==> config.mk <==
export PLATFORM = sky130hd
export DESIGN_NAME = ser_rx_monitor
export DESIGN_NICKNAME = d
export VERILOG_FILES = /design/src/rtl/ser_mon_pkg.sv /design/src/rtl/ser_mon_fifo.sv /design/src/rtl/ser_rx_monitor.sv
export SDC_FILE = /design/constraint.sdc
export NUM_CORES = 1
export LEC_CHECK = 0
export CORE_ASPECT_RATIO = 0.9
export CORE_MARGIN = 10
export CORE_UTILIZATION = 25
export DETAILED_ROUTE_END_ITERATION = 6
export PLACE_DENSITY = 0.41
export SETUP_SLACK_MARGIN = 0.5
export SYNTH_ARGS = -nofsm -noshare
export SYNTH_HDL_FRONTEND = slang
export SYNTH_HIERARCHICAL = 1
export SYNTH_SLANG_ARGS = --single-unit
==> constraint.sdc <==
create_clock -name clk -period 4.95 [get_ports clk]
set_clock_uncertainty 0.1 [all_clocks]
set_input_delay 0.495 -clock clk [delete_from_list [all_inputs] [get_ports clk]]
set_output_delay 0.495 -clock clk [all_outputs]
set_load 0.01 [all_outputs]
==> src/rtl/ser_mon_pkg.sv <==
// Shared types and constants for the serial receive monitor.
package ser_mon_pkg;

  typedef enum logic [2:0] {
    ST_IDLE,
    ST_START,
    ST_DATA,
    ST_PARITY,
    ST_STOP,
    ST_BREAK
  } state_t;

  localparam int PAR_NONE = 0;
  localparam int PAR_EVEN = 1;
  localparam int PAR_ODD  = 2;

  localparam int MIN_DIV = 4;

endpackage

==> src/rtl/ser_mon_fifo.sv <==
// Show-ahead FIFO: head entry visible combinationally, write visible next cycle.
// A push into a full FIFO without a same-cycle pop is dropped and flagged on drop.
module ser_mon_fifo #(
  parameter  int WIDTH = 10,
  parameter  int DEPTH = 16,
  localparam int AW    = $clog2(DEPTH)
) (
  input  logic             clk,
  input  logic             reset,
  input  logic             push,
  input  logic [WIDTH-1:0] push_dat,
  input  logic             pop,
  output logic [WIDTH-1:0] head_dat,
  output logic             full,
  output logic             empty,
  output logic [AW:0]      level,
  output logic             drop
);

  logic [WIDTH-1:0] mem [DEPTH];
  logic [AW-1:0]    wr_ptr;
  logic [AW-1:0]    rd_ptr;
  logic             wr_en;
  logic             rd_en;

  assign full     = (level == (AW+1)'(DEPTH));
  assign empty    = (level == '0);
  assign rd_en    = pop & ~empty;
  // When full, a simultaneous pop frees the slot being written.
  assign wr_en    = push & (~full | pop);
  assign drop     = push & full & ~pop;
  assign head_dat = mem[rd_ptr];

  always_ff @(posedge clk or posedge reset) begin
    if (reset) begin
      for (int i = 0; i < DEPTH; i++) mem[i] <= '0;
      wr_ptr <= '0;
      rd_ptr <= '0;
      level  <= '0;
    end else begin
      if (wr_en) begin
        mem[wr_ptr] <= push_dat;
        wr_ptr      <= wr_ptr + AW'(1);
      end
      if (rd_en) rd_ptr <= rd_ptr + AW'(1);
      case ({wr_en, rd_en})
        2'b10:   level <= level + (AW+1)'(1);
        2'b01:   level <= level - (AW+1)'(1);
        default: level <= level;
      endcase
    end
  end

endmodule

==> src/rtl/ser_rx_monitor.sv <==
// UART receive monitor: oversampled frame decode into a show-ahead FIFO; entry visible 1 cycle after final stop sample.
// Full FIFO drops frames into sticky overflow; define SER_RX_MON_DISPLAY_EN for simulation-only push printing.
module ser_rx_monitor
  import ser_mon_pkg::*;
#(
  parameter int DATA_BITS  = 8,
  parameter int PARITY     = 0,
  parameter int STOP_BITS  = 1,
  parameter int FIFO_DEPTH = 16,
  parameter int DIV_W      = 16
) (
  input  logic                        clk,
  input  logic                        reset,
  input  logic                        ser_line,
  input  logic [DIV_W-1:0]            cfg_div,
  output logic                        out_valid,
  input  logic                        out_ready,
  output logic [DATA_BITS-1:0]        out_data,
  output logic                        out_frame_err,
  output logic                        out_parity_err,
  output logic                        overflow,
  input  logic                        clr_overflow,
  output logic [$clog2(FIFO_DEPTH):0] fifo_level,
  output logic                        busy
);

  localparam int ENT_W = DATA_BITS + 2;

  state_t               state;
  logic                 rx_meta;
  logic                 rx_s;
  logic                 rx_d;
  logic [DIV_W-1:0]     cnt;
  logic [DIV_W-1:0]     div_l;
  logic [DIV_W-1:0]     div_eff;
  logic [3:0]           bit_idx;
  logic [DATA_BITS-1:0] shreg;
  logic                 par_err;
  logic                 frm_err;
  logic                 push_r;
  logic [ENT_W-1:0]     push_dat;
  logic [ENT_W-1:0]     head_dat;
  logic                 fifo_full;
  logic                 fifo_empty;
  logic                 fifo_drop;
  logic                 expire;

  assign div_eff = (cfg_div < DIV_W'(MIN_DIV)) ? DIV_W'(MIN_DIV) : cfg_div;
  assign expire  = (cnt <= DIV_W'(1));
  assign busy    = (state != ST_IDLE);

  always_ff @(posedge clk or posedge reset) begin
    if (reset) begin
      rx_meta  <= 1'b1;
      rx_s     <= 1'b1;
      rx_d     <= 1'b1;
      state    <= ST_IDLE;
      cnt      <= '0;
      div_l    <= DIV_W'(MIN_DIV);
      bit_idx  <= '0;
      shreg    <= '0;
      par_err  <= 1'b0;
      frm_err  <= 1'b0;
      push_r   <= 1'b0;
      push_dat <= '0;
    end else begin
      rx_meta <= ser_line;
      rx_s    <= rx_meta;
      rx_d    <= rx_s;
      push_r  <= 1'b0;
      if (state != ST_IDLE && state != ST_BREAK)
        cnt <= expire ? div_l : cnt - DIV_W'(1);
      case (state)
        ST_IDLE: begin
          if (rx_d && !rx_s) begin
            div_l   <= div_eff;
            cnt     <= div_eff >> 1;
            bit_idx <= '0;
            par_err <= 1'b0;
            frm_err <= 1'b0;
            state   <= ST_START;
          end
        end
        ST_START: begin
          if (expire) state <= rx_s ? ST_IDLE : ST_DATA;
        end
        ST_DATA: begin
          if (expire) begin
            shreg <= {rx_s, shreg[DATA_BITS-1:1]};
            if (bit_idx == 4'(DATA_BITS - 1)) begin
              bit_idx <= '0;
              state   <= (PARITY != PAR_NONE) ? ST_PARITY : ST_STOP;
            end else begin
              bit_idx <= bit_idx + 4'd1;
            end
          end
        end
        ST_PARITY: begin
          if (expire) begin
            par_err <= ((^shreg) ^ rx_s) != (PARITY == PAR_ODD);
            state   <= ST_STOP;
          end
        end
        ST_STOP: begin
          if (expire) begin
            if (bit_idx == 4'(STOP_BITS - 1)) begin
              push_r   <= 1'b1;
              push_dat <= {frm_err | ~rx_s, par_err, shreg};
              state    <= (frm_err | ~rx_s) ? ST_BREAK : ST_IDLE;
            end else begin
              frm_err <= frm_err | ~rx_s;
              bit_idx <= bit_idx + 4'd1;
            end
          end
        end
        ST_BREAK: begin
          // A held-low line must go high before another start bit is accepted.
          if (rx_s) state <= ST_IDLE;
        end
        default: state <= ST_IDLE;
      endcase
    end
  end

  ser_mon_fifo #(
    .WIDTH (ENT_W),
    .DEPTH (FIFO_DEPTH)
  ) u_fifo (
    .clk      (clk),
    .reset    (reset),
    .push     (push_r),
    .push_dat (push_dat),
    .pop      (out_ready),
    .head_dat (head_dat),
    .full     (fifo_full),
    .empty    (fifo_empty),
    .level    (fifo_level),
    .drop     (fifo_drop)
  );

  assign out_valid      = ~fifo_empty;
  assign out_frame_err  = head_dat[ENT_W-1];
  assign out_parity_err = head_dat[ENT_W-2];
  assign out_data       = head_dat[DATA_BITS-1:0];

  always_ff @(posedge clk or posedge reset) begin
    if (reset)             overflow <= 1'b0;
    else if (fifo_drop)    overflow <= 1'b1;
    else if (clr_overflow) overflow <= 1'b0;
  end

`ifdef SER_RX_MON_DISPLAY_EN
  always @(posedge clk) begin
    if (!reset && push_r) begin
      if (push_dat[DATA_BITS-1:0] >= 32 && push_dat[DATA_BITS-1:0] <= 126 &&
          !push_dat[ENT_W-1] && !push_dat[ENT_W-2])
        $display("Serial data: '%c'", push_dat[7:0]);
      else
        $display("Serial data: %d%s%s", push_dat[DATA_BITS-1:0],
                 push_dat[ENT_W-1] ? " FRAME_ERR" : "",
                 push_dat[ENT_W-2] ? " PARITY_ERR" : "");
      if (fifo_drop) $display("Serial overflow");
    end
  end
`else
`endif

endmodule

==> metrics.csv, run 1 <==
stage,metric,value,unit
status,outcome,"finished, final reports clean",
drt,drt-pass1-iter-count,4,
floorplan,io_pins,39,
worst_setup_path,crit_fanout,35,
synth,yosys_warnings,6,
global_route,antenna_found_initial,0,
drt,wl,29980,um
global_route,grt_max_degree,91,
cts,cts_made_buffers,29,
drt,drcViolationCount,0,
cts,cts_tree,yes,
sta,timing.final.crit_share,0.7757,
placed_design,dp_cells,1518,
drt,topRoutingLayerUsed,met4,
cts,clockBufferDepth,3,
final_layout,final_cells,1570,
worst_setup_path,r2r_start,u_fifo/level[3],
final_layout,multi_input_area,5323,um2
worst_setup_path,worstPathArrival,3.24,ns
placed_design,port_buffers,38,
floorplan,die_h,223.8,um
synth,syn_inst,908,
synth,ys_async_sr_fraction,1.000,
global_route,grt_first_pass_wirelength,47560,um
cts,path_clk_slew,0.06,ns
final_layout,register_area,5939,um2
floorplan,fp.dieArea,55160,um2
sta,hold_viol,0,
cts,postCtsSetupBuffers,0,
worst_setup_path,crit_chain,buf_12 -> mux4_2 -> a22oi_1 -> nand2_1 -> clkdlybuf4s50_1,
worst_setup_path,critPathSlowestCell,dfrtp_4,
cts,post_cts_resized,0,
cts,postCtsHoldBufs,0,
sta,worst_slew_margin_rel,0.3672,
final_layout,nets,976,
min_path,hold_class,input pin to async pin,
cts,cts.sink_count,237,
synth,synth_nets,943,
worst_setup_path,worstRegToRegCells,8,
final_layout,areaGrowthSynthToFinish,17.54,%
floorplan,start_util,0.2533,
sta,fin_crit,3.840,ns
drt,wire_per_inst,19.09,um
worst_setup_path,cp_num_cells,5,
final_layout,layout_common_cells,"dfrtp_1, mux2_2, nand2_1",
pwr,p_total,0.006254,W
worst_setup_path,max_stage_delay,0.90,ns
sta,setup_viol,0,
final_layout,fillers,4635,
drt,wl_met2,13460,um
worst_setup_path,ff2ff_setup_slack,1.93,ns
drt,vias,7366,
drt,wl_met1,14990,um
synth,avgSynthCellArea,12.71,um2
final_layout,final_common_cell,dfrtp_1,
pwr,ir_drop,0.2569,mV
final_layout,antenna_cells,0,
synth,seq_area_frac_synth,0.5144,
drt,drtAntennaViolNets,0,
floorplan,row_count,74,
sta,rsz0062_at_grt,no,
pwr,p_leak,6.216,nW
synth,ys_ff_latch,237,
floorplan,coreArea,45550,um2
sta,setup_ws,1.110,ns
cts,clk_latency,0.57,ns
flow_run,drv_cap,0,
worst_setup_path,regToRegEndpoint,u_fifo/level[4],
global_route,grt_pass1_vias,7655,
sta,final_max_slew_viol_count,0,
synth,netlist-cell-type-count,73,
cts,clk_root_buffer_cell,clkbuf_16,
drt,via_per_inst,4.692,
worst_setup_path,worstSetupEndpointType,output port,
placed_design,dp_slack,1.572,ns
worst_setup_path,crit_family,flip-flops,
synth,synth_edf_count,0,
pwr,p_per_area,461.1,nW/um2
global_route,grt_usage,0.1092,
drt,wl_met3,911,um
floorplan,die_w,246.5,um
worst_setup_path,crit_type,flop to output port,
worst_setup_path,critPathBufInv,2,
synth,synthFlopType,dfrtp_1,
sta,worst_pin_slew,0.9471,ns
sta,fmax,0.2604,GHz
final_layout,drive_above_1_share,0.3087,
sta,final.setup.tns,0,ns
worst_setup_path,worstPathRequired,4.36,ns
placed_design,dp_hpwl,19440,um
cts,ctsHtreeMaxLevel,1,
synth,synth_area,11540,um2
global_route,overflow,0,
drt,drt_iter0_markers,492,
worst_setup_path,startpoint_type,flop,
placed_design,place.gp.congestion,0.7787,
-- Yosys cell counts (13+ instances only) --
cell type  instances  area, um2
ha_1              13      162.7
nand3_1           15      75.07
clkbuf_1          29      108.9
inv_1             18      67.56
nor2_1            36      135.1
buf_2             14      70.07
a221oi_1          20      175.2
o21ai_0           26      130.1
a21oi_1           19      95.09
mux4_2            20      450.4
xnor2_1           14      122.6
nand2_1           80      300.3
dfrtp_1          233       5831
mux2i_1           41      410.4
mux2_2           178       2004
-- kinds of logic after synthesis --
kind of cell | after synthesis | share of synthesized area
and+or+nand+nor | 200 | 0.1003
AOI/OAI and AO/OA | 128 | 0.07797
adders and majority gates | 14 | 0.01583
xor gates and xnor gates | 21 | 0.01594
DFF | 237 | 0.5144
muxes | 242 | 0.2512
buffers and inverters | 66 | 0.02429
-- layer usage --
metal | GRT usage | up-vias
li1 | - | 3440
met1 | 0.1567 | 3777
met2 | 0.1681 | 105
met3 | 0.01808 | 44
met4 | 0.02571 | 0
met5 | 0 | -
-- worst register-to-register path, stage by stage (launching register included) --
cell and delay [ns]:
dfrtp_1 0.45, or4_4 0.60, o31ai_2 0.41, ha_1 0.38, ha_1 0.32, a21o_1 0.16
a21oi_1 0.17, mux2i_1 0.23, xnor2_1 0.13
-- how the worst max path moves through the flow --
stage	startpoint	slack, ns	end
after floorplan	reset	2.14	u_fifo/level[0]
after global placement	out_ready	1.65	u_fifo/level[4]
after detailed placement	out_ready	1.57	u_fifo/level[4]
after CTS	u_fifo/rd_ptr[0]	1.02	out_data[1]
after global routing	u_fifo/rd_ptr[0]	0.92	out_data[1]
final	u_fifo/rd_ptr[0]	1.11	out_data[1]
-- area by class of cell --
type	count	share of cell area
multi-input cells	605	0.3924
flip-flops and latches	237	0.4379
clock buffers	42	0.06375
inverters	19	0.005535
clock inverters	10	0.007380
well taps	608	0.05609
repair buffers	49	0.03690
-- power breakdown --
group          switching (W)  leakage [nW]  internal, W  total (W)
Sequential          0.000354          3.22      0.00212    0.00247
Clock               0.000866         0.479      0.00126    0.00213
Combinational       0.000905          2.51     0.000746    0.00165
-- metrics by stage --
stage / hold slack [ns] / area, um2 / utilization
2_1_floorplan: 0.2452 / 11540 / -
5_1_grt: 0.1975 / 13560 / 0.2977
3_5_place_dp: 0.2576 / 12600 / 0.2766
4_1_cts: 0.1668 / 13560 / 0.2977
6_report: 0.1861 / 13560 / 0.2977
3_3_place_gp: 0.2636 / 12600 / 0.2766
-- state kept, by name, indices dropped and copies added, names as in the netlist --
signal,cells
bit_idx,4
cnt,16
div_l,16
frm_err,1
overflow,1
par_err,1
push_dat,10
push_r,1
rx_d,1
rx_meta,1
rx_s,1
shreg,8
state,3
u_fifo/level,5
u_fifo/mem,160
u_fifo/rd_ptr,4
u_fifo/wr_ptr,4
Power figures use the tool's default switching activity.
==> run 2: changes to the inputs <==
PLACE_DENSITY = 0.39   (was 0.41)
clock period = 3.58 ns   (was 4.95 ns; I/O delays follow)
==> metrics.csv, run 2 (synthesis gave the netlist of run 1 again) <==
stage,metric,value,unit
status,outcome,"finished, final reports clean",
worst_setup_path,max_stage_delay,0.52,ns
drt,wl,30840,um
sta,rsz0062_at_grt,no,
sta,worst_pin_slew,0.8921,ns
worst_setup_path,startpoint_type,flop,
pwr,p_leak,6.457,nW
pwr,ir_drop,0.3521,mV
final_layout,drive_above_1_share,0.3411,
cts,clk_root_buffer_cell,clkbuf_16,
final_layout,layout_common_cells,"dfrtp_1, mux2_2, nand2_1",
final_layout,nets,999,
placed_design,place_area,12740,um2
global_route,grt_first_pass_wirelength,48930,um
floorplan,fp.dieArea,55160,um2
final_layout,reg.largest.list,"u_fifo/mem x160, cnt x16, div_l x16",
global_route,grt_pass1_vias,7883,
sta,hold_viol,0,
sta,final_max_slew_viol_count,0,
drt,via_per_inst,4.685,
placed_design,dp_hpwl,20110,um
worst_setup_path,r2r_start,u_fifo/level[0],
worst_setup_path,crit_type,flop to output port,
drt,vias,7463,
cts,path_clk_slew,0.06,ns
placed_design,port_buffers,38,
sta,fmax,0.3385,GHz
min_path,hold_class,input pin to flop,
min_path,min_from,ser_line,
worst_setup_path,worstSetupEndpointType,output port,
drt,wire_per_inst,19.36,um
final_layout,antenna_cells,0,
global_route,overflow,0,
sta,setup_viol,0,
floorplan,row_count,74,
floorplan,coreArea,45550,um2
sta,final.setup.tns,0,ns
worst_setup_path,worstPathRequired,3.12,ns
final_layout,areaGrowthSynthToFinish,21.58,%
worst_setup_path,crit_chain,buf_12 -> buf_6 -> mux4_2 -> a22oi_1 -> nand2_1 -> dlygate4sd2_1,
final_layout,final_common_cell,dfrtp_1,
global_route,grt_max_degree,79,
cts,clockBufferDepth,3,
placed_design,place.gp.congestion,0.7284,
cts,cts_tree,yes,
worst_setup_path,crit_fanout,6,
sta,timing.final.crit_share,0.8253,
final_layout,largest_reg_flops,160,
cts,cts.sink_count,237,
cts,cts_made_buffers,29,
drt,drcViolationCount,0,
drt,drtAntennaViolNets,0,
sta,worst_slew_margin_rel,0.4040,
floorplan,io_pins,39,
final_layout,design_area,14030,um2
worst_setup_path,worstPathArrival,2.50,ns
global_route,antenna_found_initial,0,
flow_run,drv_cap,0,
worst_setup_path,critPathSlowestCell,mux4_2,
drt,drt-pass1-iter-count,4,
pwr,p_per_area,651.6,nW/um2
cts,ctsHtreeMaxLevel,1,
floorplan,die_h,223.8,um
sta,fin_crit,2.955,ns
floorplan,start_util,0.2533,
cts,clk_latency,0.58,ns
global_route,grt_usage,0.1122,
cts,postCtsHoldBufs,0,
floorplan,die_w,246.5,um
final_layout,top_register,u_fifo/mem,
drt,drt_iter0_markers,310,
worst_setup_path,startpoint,u_fifo/rd_ptr[0],
## run 2: routing by layer
layer  routed length (um)  track usage  vias to the layer above
li1                     -            -                     3474
met1                14870       0.1548                     3841
met2                14340       0.1803                      102
met3                  921      0.01808                       46
met4                  708      0.02709                        0
met5                    0            0                        -
## run 2: critical path: cells and delay by family (launching register included)
kind / cells / cell delay (ns)
mux: 1 / 0.52
simple gates: 1 / 0.13
buf+inv: 3 / 0.57
compound gates: 1 / 0.20
flops: 1 / 0.48
## run 2: worst paths after layout
check	endpoint	slack, ns	cells after the start
worst max register to register	u_fifo/level[4]	0.70	8
min in group asynchronous	overflow	0.20	2
worst min register to register	rx_s	0.27	0
worst max-delay path	out_data[7]	0.63	6
max in group asynchronous	u_fifo/mem[120]	2.23	3
worst min-delay path	rx_meta	0.11	1
## run 2: final cells by class
cell class                      count  area [um2]
Inverter                           19       75.07
Tap cell                          608       760.7
Timing Repair Buffer               72       767.0
Clock inverter                     10       128.9
Sequential cell                   237        5941
Multi-Input combinational cell    605        5512
Fill cell                        4614       31530
Clock buffer                       42       844.6
## run 2: repair_timing
action | CTS | global route
resized for setup | 32 | 12
pin swaps | 1 | 5
setup buffers | 5 | 1
setup endpoints to repair | 10 | 8
## run 2: stage by stage
step	utilization	power (W)	instances	hold WS (ns)	setup slack (ns)
6_report	0.3080	0.009140	1593	0.1057	0.6255
5_1_grt	0.3080	0.009716	1593	0.09677	0.5013
4_1_cts	0.3063	0.009244	1592	0.07815	0.3794
3_5_place_dp	0.2796	0.005927	1535	0.2625	0.5972
3_3_place_gp	0.2796	0.005920	1535	0.2649	0.5782
2_1_floorplan	-	0.004922	908	0.2452	0.7930
## run 2: where the power goes
| group | total [W] | internal (W) | switching, W |
|---|---|---|---|
| clock network | 0.00299 | 0.00178 | 0.00121 |
| logic | 0.00292 | 0.00128 | 0.00164 |
| registers | 0.00323 | 0.00294 | 0.000295 |
==> run 3: changes to the inputs <==
clock period = 2.8 ns   (was 3.58 ns; I/O delays follow)
==> metrics.csv, run 3 (synthesis gave the netlist of run 1 again) <==
stage,metric,value,unit
worst_setup_path,critPathSlowestCell,dfrtp_4,
sta,worst_slew_margin_rel,0.4058,
worst_setup_path,crit_type,flop to output port,
global_route,grt_usage,0.1225,
final_layout,nets,1064,
min_path,hold_class,input pin to async pin,
pwr,pwr-share-seq,0.342,
global_route,grt_first_pass_wirelength,52830,um
sta,worst_pin_slew,0.8912,ns
sta,finalHoldWorstSlack,0.02259,ns
pwr,power.switching,0.004221,W
pwr,swShare,0.3469,
worst_setup_path,crit_fanout,5,
pwr,internal_power,0.007946,W
worst_setup_path,worstSetupEndpointType,output port,
sta,setup_viol,0,
final_layout,drive_above_1_share,0.4271,
pwr,pwr-share-clk,0.292,
final_layout,top_register,u_fifo/mem,
final_layout,fin_util,0.3338,
drt,via_per_inst,4.735,
final_layout,reg.largest.list,"u_fifo/mem x160, cnt x16, div_l x16",
worst_setup_path,max_stage_delay,0.51,ns
placed_design,place.gp.congestion,0.7597,
final_layout,largest_reg_flops,160,
drt,wire_per_inst,20.38,um
global_route,overflow,0,
global_route,grtUsageMet3,0.02463,
pwr,p_total,0.01217,W
global_route,grt_pass1_vias,8327,
sta,final_max_slew_viol_count,0,
flow_run,drv_cap,0,
global_route,antenna_found_initial,0,
floorplan,die_w,246.5,um
cts,cts_made_buffers,28,
worst_setup_path,cpMostUsedCell,buf_6,
worst_setup_path,worstPathRequired,2.42,ns
pwr,comb_power_share,0.366,
floorplan,fp.dieArea,55160,um2
worst_setup_path,startpoint_type,flop,
floorplan,start_util,0.2533,
final_layout,final_common_cell,dfrtp_1,
floorplan,die_h,223.8,um
cts,cts.sink_count,237,
pwr,ir_drop,0.4353,mV
global_route,grt_max_degree,66,
final_layout,fillers,4587,
cts,path_clk_slew,0.06,ns
cts,clk_root_buffer_cell,clkbuf_16,
sta,rsz0062_at_grt,yes,
floorplan,io_pins,39,
final_layout,final_cells,1657,
global_route,groute.layer.met2.usage,0.1986,
floorplan,coreArea,45550,um2
drt,drt-pass1-iter-count,4,
cts,clk_latency,0.57,ns
drt,wl,33770,um
sta,fmax,0.3632,GHz
status,outcome,"finished, final reports clean",
final_layout,areaGrowthSynthToFinish,31.78,%
drt,vias,7846,
drt,drtAntennaViolNets,0,
placed_design,port_buffers,38,
sta,timing.final.crit_share,0.9833,
final_layout,layout_common_cells,"dfrtp_1, mux2_2, mux2_4",
pwr,p_per_area,800.1,nW/um2
drt,drt_iter0_markers,451,
sta,hold_viol,0,
cts,clockBufferDepth,3,
cts,cts_tree,yes,
worst_setup_path,crit_chain,buf_8 -> buf_12 -> buf_6 -> mux4_2 -> a22oi_2 -> nand2_2 -> buf_6,
global_route,busiest_layer,met2,
drt,drcViolationCount,0,
floorplan,row_count,74,
pwr,p_leak,7.132,nW
sta,fin_crit,2.753,ns
placed_design,dp_hpwl,21050,um
final_layout,antenna_cells,0,
sta,final.setup.tns,0,ns
cts,ctsHtreeMaxLevel,1,
global_route,met1_usage,0.1642,
worst_setup_path,worstPathArrival,2.37,ns
placed_design,dp_cells,1563,
-- run 3: cell count changes in the layout (fill, tap and decap cells not counted), sizes merged, moves of 2 or more --
cell,change
clkinv,+4
buf,+70
inv,-2
dlygate4sd2,-7
nand4,+3
clkdlybuf4s50,-2
-- run 3: power groups by stage --
stage / logic [W] / registers (W) / clock network [W]
floorplan: 0.00222 / 0.00409 / 0
global placement: 0.00348 / 0.00419 / 0
detailed placement: 0.00347 / 0.00419 / 0
CTS: 0.00426 / 0.00414 / 0.00369
global route: 0.00484 / 0.00421 / 0.00382
finish: 0.00445 / 0.00416 / 0.00355
-- run 3: worst max-delay path: cells and delay by family, from the launching register on --
family	cells	cell delay, ns
AND/OR/NAND/NOR	1	0.09
multiplexers	1	0.45
buffers and inverters	4	0.53
AO/OA/AOI/OAI	1	0.21
flip-flops	1	0.51
-- run 3: layer usage --
layer,vias to the layer above,share of wire
li1,3616,-
met1,4048,0.46
met2,131,0.47
met3,51,0.046
met4,0,0.025
met5,-,0
-- run 3: timing repair --
| action | 4_1_cts | 5_1_grt |
|---|---|---|
| endpoints found under the setup margin | 96 | 115 |
| hold endpoints to repair | 0 | 0 |
| pin swaps | 39 | 28 |
| resized for setup | 221 | 35 |
| hold buffers | 0 | 0 |
| gates cloned | 11 | 2 |
| setup buffers | 21 | 10 |
-- run 3: final timing paths --
check	depth (start not counted)	start	endpoint	slack, ns
max	7	u_fifo/rd_ptr[0]	out_data[6]	0.05
min	2	reset	u_fifo/level[0]	0.02
max reg2reg	8	u_fifo/level[2]	u_fifo/level[4]	0.23
min reg2reg	0	rx_meta	rx_s	0.25
max in group asynchronous	3	reset	rx_s	1.83
min in group clk	1	ser_line	rx_meta	0.04
-- run 3: area by class of cell --
type,instances,area [um2],share of cell area
clock buffers,40,785.8,0.05167
clock inverters,10,93.84,0.006171
flip-flops and latches,237,5946,0.3910
inverters,19,75.07,0.004937
repair buffers,135,1551,0.1020
multi-input cells,608,5993,0.3941
well taps,608,760.7,0.05003
-- run 3: per-stage QoR --
step | worst slack (ns) | area [um2]
6_report | 0.04687 | 15210
5_1_grt | -0.04234 | 15210
4_1_cts | -0.02634 | 14990
3_5_place_dp | 0.1003 | 13010
3_3_place_gp | 0.1592 | 13010
2_1_floorplan | 0.2070 | 11580
